<file path="src/rtl/psram_arb_pkg.sv">
// Shared constants for the scratch-memory arbiter: state encoding and default sizes.
package psram_arb_pkg;

  localparam int unsigned AW_DEF  = 23;
  localparam int unsigned DW_DEF  = 8;
  localparam int unsigned TMO_DEF = 4;

  // Timeout counter width; covers TMO up to 15.
  localparam int unsigned CW = 4;

  localparam logic [1:0] ST_IDLE   = 2'd0;
  localparam logic [1:0] ST_ACCESS = 2'd1;
  localparam logic [1:0] ST_WAIT   = 2'd2;
  localparam logic [1:0] ST_DONE   = 2'd3;

endpackage

</file>
<file path="src/rtl/psram_rr_pick.sv">
// Combinational 2-way round-robin pick; on contention the port that did not win last time is chosen.
module psram_rr_pick (
  input  logic [1:0] req,
  input  logic       last,
  output logic       gnt_valid,
  output logic       gnt
);

  // Pick the single requester, or the one other than last when both request.
  always_comb begin
    gnt_valid = |req;
    gnt       = 1'b0;
    case (req)
      2'b01:   gnt = 1'b0;
      2'b10:   gnt = 1'b1;
      2'b11:   gnt = ~last;
      default: gnt = 1'b0;
    endcase
  end

endmodule

</file>
<file path="src/rtl/psram_arbiter.sv">
// Two-port round-robin arbiter and single-strobe access sequencer for the scratch memory wrapper.
module psram_arbiter
  import psram_arb_pkg::*;
#(
  parameter int unsigned AW  = AW_DEF,
  parameter int unsigned DW  = DW_DEF,
  parameter int unsigned TMO = TMO_DEF
) (
  input  logic          clkin,
  input  logic          rstn,
  input  logic          m0_req,
  input  logic          m0_we,
  input  logic [AW-1:0] m0_addr,
  input  logic [DW-1:0] m0_wdata,
  output logic          m0_done,
  output logic          m0_err,
  output logic [DW-1:0] m0_rdata,
  input  logic          m1_req,
  input  logic          m1_we,
  input  logic [AW-1:0] m1_addr,
  input  logic [DW-1:0] m1_wdata,
  output logic          m1_done,
  output logic          m1_err,
  output logic [DW-1:0] m1_rdata,
  output logic [AW-1:0] memaddr,
  output logic [DW-1:0] memdatao,
  output logic          memrd,
  output logic          memwr,
  input  logic [DW-1:0] memdatai,
  input  logic          memack
);

  logic [1:0]    state, state_d;
  logic [CW-1:0] cnt, cnt_d;
  logic          last, last_d;
  logic          gnt, gnt_d;
  logic          we_q, we_d;
  logic [AW-1:0] addr_d;
  logic [DW-1:0] dato_d;
  logic          rd_d, wr_d;
  logic [1:0]    done_d, err_d;
  logic [DW-1:0] rdata0_d, rdata1_d;

  logic          pick_valid, pick_gnt;
  logic          sel_we;
  logic [AW-1:0] sel_addr;
  logic [DW-1:0] sel_wdata;

  psram_rr_pick u_pick (
    .req       ({m1_req, m0_req}),
    .last      (last),
    .gnt_valid (pick_valid),
    .gnt       (pick_gnt)
  );

  // Command mux from the port the picker chose.
  always_comb begin
    sel_we    = pick_gnt ? m1_we    : m0_we;
    sel_addr  = pick_gnt ? m1_addr  : m0_addr;
    sel_wdata = pick_gnt ? m1_wdata : m0_wdata;
  end

  // Next-state and next-output logic; strobes and done/err are single-cycle by default.
  always_comb begin
    state_d  = state;
    cnt_d    = cnt;
    last_d   = last;
    gnt_d    = gnt;
    we_d     = we_q;
    addr_d   = memaddr;
    dato_d   = memdatao;
    rd_d     = 1'b0;
    wr_d     = 1'b0;
    done_d   = 2'b00;
    err_d    = 2'b00;
    rdata0_d = m0_rdata;
    rdata1_d = m1_rdata;
    case (state)
      ST_IDLE: begin
        if (pick_valid) begin
          gnt_d   = pick_gnt;
          last_d  = pick_gnt;
          we_d    = sel_we;
          addr_d  = sel_addr;
          dato_d  = sel_wdata;
          rd_d    = ~sel_we;
          wr_d    = sel_we;
          state_d = ST_ACCESS;
        end
      end
      ST_ACCESS: begin
        cnt_d   = '0;
        state_d = ST_WAIT;
      end
      ST_WAIT: begin
        if (memack) begin
          done_d[gnt] = 1'b1;
          if (!we_q) begin
            if (gnt) rdata1_d = memdatai;
            else     rdata0_d = memdatai;
          end
          state_d = ST_DONE;
        end else if (cnt == CW'(TMO - 1)) begin
          done_d[gnt] = 1'b1;
          err_d[gnt]  = 1'b1;
          state_d     = ST_DONE;
        end else begin
          cnt_d = cnt + CW'(1);
        end
      end
      default: begin
        state_d = ST_IDLE;
      end
    endcase
  end

  // Sequencer control registers; last resets to 1 so port 0 wins the first contest.
  always_ff @(posedge clkin or negedge rstn) begin
    if (!rstn) begin
      state <= ST_IDLE;
      cnt   <= '0;
      last  <= 1'b1;
      gnt   <= 1'b0;
      we_q  <= 1'b0;
    end else begin
      state <= state_d;
      cnt   <= cnt_d;
      last  <= last_d;
      gnt   <= gnt_d;
      we_q  <= we_d;
    end
  end

  // Memory-side outputs: address/data hold from grant through WAIT.
  always_ff @(posedge clkin or negedge rstn) begin
    if (!rstn) begin
      memaddr  <= '0;
      memdatao <= '0;
      memrd    <= 1'b0;
      memwr    <= 1'b0;
    end else begin
      memaddr  <= addr_d;
      memdatao <= dato_d;
      memrd    <= rd_d;
      memwr    <= wr_d;
    end
  end

  // Requester-side outputs: completion pulses and captured read bytes.
  always_ff @(posedge clkin or negedge rstn) begin
    if (!rstn) begin
      m0_done  <= 1'b0;
      m1_done  <= 1'b0;
      m0_err   <= 1'b0;
      m1_err   <= 1'b0;
      m0_rdata <= '0;
      m1_rdata <= '0;
    end else begin
      m0_done  <= done_d[0];
      m1_done  <= done_d[1];
      m0_err   <= err_d[0];
      m1_err   <= err_d[1];
      m0_rdata <= rdata0_d;
      m1_rdata <= rdata1_d;
    end
  end

endmodule

</file>
<file path="config.mk">
export PLATFORM = sky130hd
export DESIGN_NAME = psram_arbiter
export DESIGN_NICKNAME = d
export VERILOG_FILES = /design/src/rtl/psram_arb_pkg.sv /design/src/rtl/psram_rr_pick.sv /design/src/rtl/psram_arbiter.sv
export SDC_FILE = /design/constraint.sdc
export NUM_CORES = 1
export LEC_CHECK = 0
export CAP_MARGIN = 30
export CORE_ASPECT_RATIO = 0.75
export CORE_UTILIZATION = 37
export CTS_CLUSTER_SIZE = 28
export DETAILED_ROUTE_END_ITERATION = 10
export HOLD_SLACK_MARGIN = 0.15
export MAX_ROUTING_LAYER = met4
export PLACE_DENSITY = 0.74
export SYNTH_ARGS = -nofsm -noshare
export SYNTH_HDL_FRONTEND = slang
export SYNTH_SLANG_ARGS = --single-unit
</file>
<file path="constraint.sdc">
create_clock -name clkin -period 1.8 [get_ports clkin]
set_clock_uncertainty 0.05 [all_clocks]
set_input_delay 0.36 -clock clkin [delete_from_list [all_inputs] [get_ports clkin]]
set_output_delay 0.36 -clock clkin [all_outputs]
set_load 0.05 [all_outputs]
</file>
### After elaboration in Yosys (flattened, before gate mapping)

Cells that the tools add are included.

* ROM bits: 0
* memory bits (writable): 0
* memories kept: 0
* output and inout port bits: 53
* word-level logic and storage cells: 62
* input port bits: 77
* bits in latches: 0
* flip-flop bits (word level): 62

* multiply operators: 0
* shift-type cells: 0
* div/mod/pow operators: 0
* bitwise gates (word level): 4
* order comparisons: 2
* eq/ne operators: 9
* add/subtract/negate cells: 1
* reduce and logical (&&, ||, !) cells: 9
* mux-type cells: 22

Operators by type and width (number)
* 2-to-1 mux 23 bit: 1
* 2-to-1 mux 2 bit: 8
* 2-to-1 mux 4 bit: 2
* 2-to-1 mux 8 bit: 1
* one-hot mux 4 bit (2 select lines): 1
* AND reduction 4 bit: 2
* == test 2 bit, second input constant: 3
* 2-to-1 mux 1 bit: 6
* inequality test 2 bit, second input constant: 3
* one-hot mux 2 bit (3 select lines): 1
* adder 4 x 1 -> 4 bit, second input constant: 1
* == test 4 x 2 -> 1 bit, second input constant: 1
* inverter 1 bit: 4
* AND reduction 2 bit: 2
* inequality test 3 bit, second input constant: 1
* AND reduction 3 bit: 1
* == test 2 x 1 -> 1 bit, second input constant: 1
* logical NOT 2 bit: 1
* < comparator 1 x 2 -> 1 bit, second input constant: 1
* one-hot mux 1 bit (2 select lines): 1
* nonzero test 2 bit: 1
* OR reduction 2 bit: 1
* demux 1 bit (select 1 bit): 1
* >= comparator 1 bit, second input constant: 1
* logical AND 1 bit: 1

### Logic depth before layout (Yosys ltp)

Gate-level depths: netlist of run 1.

* depth after elaboration: 7
* depth in mapped cells: 7
* gate-level depth less buffers: 5

### Cells and area by module

A second synthesis of run 1 with hierarchy kept.

* cells, all modules: 235
* area, all modules: 2770.2 um2

Modules (own cells, without submodules)
* psram_arbiter: area each 2756.4 um2, times used 1, cells an instance 233, seq. area each 1552.7 um2
* psram_rr_pick: area each 13.8 um2, times used 1, cells an instance 2, seq. area each 0.0 um2

### Least setup slack after synthesis of run 1

Ideal clock, no wire load.

* path type: flip-flop to flip-flop
* start point: register state[0]
* end point: register m0_rdata[0]
* buffers on the path: 2
* data arrival time: 1.481 ns
* path slack: 0.143 ns
* required time: 1.625 ns
* cell stages (with the launch flop): 8
* clock period less this slack: 1.657 ns
* setup time: 0.125 ns
* cells stage by stage: dfrtp_1 -> inv_1 -> ha_1 -> buf_6 -> and2_4 -> and3_4 -> buf_6 -> mux2_4

* longest elaborated chain between the ends: 2

RTL lines
* start: declaration: line psram_arbiter.sv:33 `logic [1:0] state, state_d;`
* start signal: assignment: line psram_arbiter.sv:126 `state <= state_d;`
* == test 2 bit: line psram_arbiter.sv:78 `case (state)`
* AND reduction 4 bit (no source line)
* end signal: assignment: line psram_arbiter.sv:163 `m0_rdata <= rdata0_d;`
* end: declaration: line psram_arbiter.sv:17 `output logic [DW-1:0] m0_rdata,`

No other way between the ends.
A chain may end at the register's enable or synchronous reset.

### Worst setup path in the final report of run 1

* start point: register cnt[0]
* end point: register state[1]

* longest elaborated chain between the ends: 3

RTL lines
* start: declaration: line psram_arbiter.sv:34 `logic [CW-1:0] cnt, cnt_d;`
* start signal: assignment: line psram_arbiter.sv:127 `cnt <= cnt_d;`
* == test 4 x 2 -> 1 bit: line psram_arbiter.sv:103 `end else if (cnt == CW'(TMO - 1)) begin`
* inequality test 3 bit (no source line)
* AND reduction 2 bit (no source line)

No other way between the ends.

==> impl_metrics.csv, run 1 <==
group,metric,value,unit
synthesis,seq_area_frac_synth,0.548,
synthesis,yosysTopAreaCell,"dfrtp_1",
floorplanning,die-area,8020,sq um
final_layout,diodes,0,
synthesis,synth_ff_type,"dfrtp_1",
synthesis,synth_area_leaders,"dfrtp_1 54%, mux2i_1 12%, o21ai_0 6.4%, mux2_4 4.8%, nand2_1 4.5%",
sta,fmaxAchievable,582,MHz
place,gp_congestion,0.827,
sta,setup_viol,0,
setup_path,startpoint,"cnt[0]",
status,outcome,"finished, final reports clean",
floorplanning,rows,27,
setup_path,r2r_end,"state[1]",
sta,tightest_slew,472,ps
sta,relSlewSlack,0.685,
cts,post_cts_resized,0,
setup_path,crit_required,1960,ps
grt,grt_pass1_wl,10.5,mm
floorplanning,initial_utilization,0.385,
synthesis,yosys_warnings,0,
grt,antenna_found_initial,0,
route,drtAntennaViolNets,0,
setup_path,ff2ff_setup_slack,80,ps
synthesis,yosysTopAreaCellShare,0.539,
final_layout,layout.cells.non_filler,482,
place,placed_cells,465,
pwr,clkPwrFrac,0.169,
pwr,p_int,4.52,mW
floorplanning,num_io_pins,130,
cts,insertion_delay,320,ps
worst_hold_path,hp-start,"memaddr[8]",
floorplanning,die_h,77.8,um
cts,clockBufferDepth,2,
sta,finalMaxSlewViolations,0,
synthesis,synth-edff-count,0,
final_layout,fillers,632,
synthesis,syn_avg_cell_area,11.9,sq um
setup_path,cp.arrival,1880,ps
cts,root_buffer,"clkbuf_8",
worst_hold_path,min_delay_path_depth,2,
cts,cts_inserted_buffers,9,
pwr,p_sw_frac,0.457,
synthesis,ys_types,37,
cts,clk_pin_slew,70,ps
route,post_drt_wl_per_cell,13.1,um
setup_path,criticalPathCategory,"reg2reg",
place,io_buffers,129,
sta,hold_slack,430,ps
grt,overflow,0,
worst_hold_path,hp-class,"reg2reg",
grt,grt_max_degree,63,
final_layout,utilization,0.596,
grt,grt_usage,0.176,
synthesis,async_reset_ff_frac,1.00,
sta,fin_crit_sh,0.955,
synthesis,synth-seq-cells,62,
run,maxCapViolCount,0,
grt,grt_pass1_vias,2247,
floorplanning,coreArea,7360,sq um
sta,finalHoldViolCount,0,
sta,fin_crit,1720,ps
setup_path,r2r-start,"cnt[0]",
final_layout,area_delta_synth_final,55.0,%
pwr,seqPwrFrac,0.287,
synthesis,netlist_instances,239,
pwr,p_comb_frac,0.544,
place,dpl.hpwl,4.78,mm
setup_path,crit_path_max_fanout,5,
cts,cts.sinks,62,
route,drc,0,
sta,fin_setup_tns,0,ps
final_layout,fin_nets,458,
route,via_count,2228,
pwr,p_sw,3.80,mW
final_layout,final_layout_size_suffix_gt1_frac,0.273,
route,drt_iter0_markers,47,
worst_hold_path,whs_endpoint,"memaddr[8]",
sta,rsz0062_at_grt,"no",
route,wl,6.32,mm
synthesis,netlist_area,2830,sq um
pwr,irDropWorstVdd,0.00114,V
setup_path,startpoint_type,"register",
setup_path,end_kind,"register",
route,vias_per_cell,4.62,
cts,htree_levels,3,
pwr,powerDensity,1890,nW/um^2
setup_path,reg2reg_depth,4,
synthesis,synth_nets,321,
route,drt-pass1-iter-count,4,
floorplanning,die_w,103,um
pwr,power.leakage,2.17,nW
cts,cts_tree,"built",
==> repair_timing <==
action	4_1_cts	5_1_grt
hold endpoints to repair	61	0
hold buffers	1	0
setup buffers	0	0
==> how the worst max path moves through the flow <==
stage,endpoint,slack (ps),cells after the start
after floorplan,m0_rdata[0],140,7
after global placement,m0_rdata[0],-70,4
after detailed placement,m0_rdata[1],-80,4
after CTS,state[1],90,4
after global routing,state[1],2,4
final,state[1],80,4
==> area by class of cell <==
| type | count | area (sq um) | share of cell area |
|---|---|---|---|
| well taps | 101 | 126 | 0.0288 |
| multi-input cells | 158 | 1170 | 0.268 |
| repair buffers | 139 | 1280 | 0.292 |
| inverters | 6 | 22.5 | 0.00513 |
| flip-flops and latches | 62 | 1550 | 0.354 |
| clock buffers | 13 | 169 | 0.0385 |
| clock inverters | 3 | 65.1 | 0.0148 |
==> power groups by stage <==
stage / registers, mW / logic (mW) / clock network, mW
6_report: 2.39 / 4.52 / 1.40
5_1_grt: 2.48 / 4.84 / 1.50
4_1_cts: 2.40 / 4.57 / 1.45
3_5_place_dp: 2.41 / 4.58 / 0
3_3_place_gp: 2.39 / 4.51 / 0
2_1_floorplan: 4.21 / 1.28 / 0
==> metal layers <==
layer / share of wire / up-vias / wire, um / GRT usage
li1: - / 1104 / - / -
met1: 0.45 / 1019 / 2820 / 0.209
met2: 0.45 / 93 / 2860 / 0.269
met3: 0.083 / 12 / 525 / 0.0694
met4: 0.018 / 0 / 111 / 0.0648
met5: 0 / - / 0 / -
==> sequential cells by signal, summed over array words and instances, names as in the netlist, 2 cells and up <==
register,flops
memdatao,8
m0_rdata,8
m1_rdata,8
memaddr,23
cnt,4
state,2
==> cells by family after synthesis <==
logic type               synth area share
multiplexers                        0.196
flip-flops                          0.548
AND/OR/NAND/NOR                    0.0954
buffers and inverters              0.0415
AO/OA/AOI/OAI                      0.0971
adder cells (fa/ha/maj)            0.0221
==> stage by stage <==
| stage | power, mW | setup slack [ps] | area [sq um] |
|---|---|---|---|
| floorplan | 5.50 | 143 | 2830 |
| global placement | 6.89 | -66.1 | 4150 |
| detailed placement | 6.99 | -81.9 | 4150 |
| CTS | 8.42 | 86.1 | 4390 |
| global route | 8.81 | 1.91 | 4390 |
| finish | 8.31 | 81.3 | 4390 |
==> cells in the final DEF, fill, tap and decap left out, types with 5 or more instances in the layout <==
cell,Yosys,final
buf_4,1,58
clkbuf_8,0,12
clkdlybuf4s50_1,0,75
dfrtp_1,61,61
ha_1,5,5
inv_1,6,6
mux2_2,8,8
mux2_4,9,9
mux2i_1,33,33
nand2_1,34,34
nor2_1,7,7
o21ai_0,36,36
==> worst max-delay path, cell delays in order (launching register included) <==
cell     delay [ps]
dfrtp_1         410
ha_1            220
or3b_4          430
a22oi_4         190
mux2_4          310
==> synth_stat cells, types with 2 or more instances <==
library cell  instances
dfrtp_1              61
o21ai_0              36
nand2_1              34
mux2i_1              33
mux2_4                9
mux2_2                8
nor2_1                7
inv_1                 6
buf_6                 5
ha_1                  5
buf_2                 4
clkbuf_1              3
a21oi_1               2
nand3_1               2
nor3b_1               2
(Power assumes the default switching activity.)
==> run 2: changes to the inputs <==
--- a/config.mk
+++ b/config.mk
@@ -5,13 +5,12 @@
 export SDC_FILE = /design/constraint.sdc
 export NUM_CORES = 1
 export LEC_CHECK = 0
-export CAP_MARGIN = 30
 export CORE_ASPECT_RATIO = 0.75
+export CORE_MARGIN = 2
 export CORE_UTILIZATION = 37
 export CTS_CLUSTER_SIZE = 28
 export DETAILED_ROUTE_END_ITERATION = 10
 export HOLD_SLACK_MARGIN = 0.15
-export MAX_ROUTING_LAYER = met4
 export PLACE_DENSITY = 0.74
 export SYNTH_ARGS = -nofsm -noshare
 export SYNTH_HDL_FRONTEND = slang
==> impl_metrics.csv, run 2 (synthesis gave the netlist of run 1 again) <==
group,metric,value,unit
status,outcome,"finished, final reports clean",
sta,finalMaxSlewViolations,0,
final_layout,utilization,0.593,
route,drtAntennaViolNets,0,
final_layout,largest_register_ffs,23,
pwr,clkPwrFrac,0.159,
setup_path,r2r_end,"state[1]",
setup_path,criticalPathCategory,"reg2reg",
cts,clockBufferDepth,2,
sta,finalHoldViolCount,0,
setup_path,r2r-start,"cnt[1]",
pwr,p_sw,3.80,mW
worst_hold_path,hp-start,"memdatao[1]",
setup_path,crit_chain,"ha_1, or3b_4, a22oi_4, mux2_4",
route,drt-pass1-iter-count,4,
place,placed_area,4160,sq um
final_layout,diodes,0,
final_layout,fin_nets,460,
setup_path,cpMaxStageDelayCell,"or3b_4",
floorplanning,initial_utilization,0.383,
pwr,p_int,4.45,mW
final_layout,area_delta_synth_final,54.9,%
cts,cts_inserted_buffers,9,
grt,overflow,0,
pwr,p_sw_frac,0.460,
cts,cts_setup_buffers,0,
setup_path,critPathMaxStageDelay,440,ps
sta,setup_viol,0,
setup_path,ff2ff_setup_slack,80,ps
floorplanning,die_h,79.8,um
final_layout,final_layout_size_suffix_gt1_frac,0.277,
pwr,seqPwrFrac,0.287,
sta,hold_slack,429,ps
worst_hold_path,hp-class,"reg2reg",
floorplanning,num_io_pins,130,
grt,antenna_found_initial,0,
sta,fin_crit,1720,ps
setup_path,cp.arrival,1890,ps
route,drt_iter0_markers,64,
pwr,p_comb_frac,0.553,
route,post_drt_wl_per_cell,13.2,um
run,maxCapViolCount,0,
worst_hold_path,whs_endpoint,"memdatao[1]",
floorplanning,die-area,8380,sq um
pwr,power.leakage,2.17,nW
route,drc,0,
cts,cts.sinks,62,
place,gp_congestion,0.738,
setup_path,crit_required,1970,ps
floorplanning,die_w,105,um
sta,rsz0062_at_grt,"no",
place,preCtsSetupSlack,-32.4,ps
final_layout,layout.cells.non_filler,484,
final_layout,stdcell_area,4390,sq um
cts,clk_pin_slew,70,ps
cts,root_buffer,"clkbuf_8",
grt,grt_max_degree,63,
place,placed_cells,467,
sta,tightest_slew,426,ps
floorplanning,rows,27,
final_layout,fillers,617,
grt,grt_pass1_wl,10.7,mm
setup_path,reg2reg_depth,4,
sta,fmaxAchievable,580,MHz
final_layout,final_cell_mix,"75 x clkdlybuf4s50_1, 61 x dfrtp_1, 60 x buf_4",
setup_path,startpoint_type,"register",
pwr,irDropWorstVdd,0.000841,V
floorplanning,coreArea,7400,sq um
route,wl,6.40,mm
place,dpl.hpwl,4.92,mm
cts,htree_levels,3,
setup_path,crit_path_max_fanout,4,
grt,grt_pass1_vias,2212,
cts,cts_tree,"built",
route,via_count,2203,
sta,relSlewSlack,0.715,
final_layout,final_common_cell,"clkdlybuf4s50_1",
worst_hold_path,min_delay_path_depth,2,
final_layout,largest-register,"memaddr",
cts,insertion_delay,330,ps
route,vias_per_cell,4.55,
pwr,powerDensity,1880,nW/um^2
grt,grt_usage,0.164,
place,io_buffers,129,
sta,setup_ws,75.3,ps
setup_path,end_kind,"register",
sta,fin_crit_sh,0.958,
## run 2: cell types whose count changed in the layout (fill, tap and decap cells not counted)
cell	delta
buf_4	+2
clkbuf_1	+1
clkbuf_8	-2
clkinv_2	+1
ha_1	-1
ha_2	+1
## run 2: worst max-delay path by stage
stage	from	to	slack [ps]	cells past startpoint
CTS	state[0]	m0_rdata[2]	70	5
global placement	memack	m0_rdata[2]	-20	4
detailed placement	memack	m0_rdata[7]	-30	4
global route	cnt[1]	state[1]	20	4
finish	cnt[1]	state[1]	80	4
floorplan	state[0]	m0_rdata[0]	140	7
## run 2: critical path: cells and delay by family (launching register included)
family,cells,cell delay [ps]
simple gates,1,440
flops,1,400
mux,1,310
fa+ha+maj,1,220
compound gates,1,200
## run 2: area by class of cell
type,count,area (sq um),area share
sequential,62,1550,0.354
timing repair buffer,141,1300,0.295
multi-input combinational,158,1180,0.268
clock buffer,12,145,0.0331
tap,101,126,0.0288
clock inverter,4,70.1,0.0160
inverter,6,22.5,0.00513
## run 2: timing repair
item                                    in CTS  in global routing
endpoints found under the setup margin       0                  3
hold endpoints to repair                    61                  0
hold buffers                                 1                  0
resized for setup                            0                  1
## run 2: per-layer routing
| layer | GRT usage | part of all wire | up-vias |
|---|---|---|---|
| li1 | - | - | 1106 |
| met1 | 0.212 | 0.43 | 992 |
| met2 | 0.245 | 0.45 | 101 |
| met3 | 0.0759 | 0.11 | 4 |
| met4 | 0.0520 | 0.0080 | 0 |
| met5 | 0 | 0 | - |
## run 2: stage by stage
stage / power, mW / setup TNS [ps]
3_3_place_gp: 6.92 / -131
2_1_floorplan: 5.50 / 0
6_report: 8.25 / 0
4_1_cts: 8.35 / 0
3_5_place_dp: 7.00 / -234
5_1_grt: 8.78 / 0
## run 2: power groups by stage
stage               Clock [mW]  Sequential (mW)  Combinational, mW
floorplan                    0             4.21               1.28
global placement             0             2.37               4.55
detailed placement           0             2.39               4.61
CTS                       1.36             2.38               4.61
global route              1.43             2.46               4.90
finish                    1.32             2.37               4.57
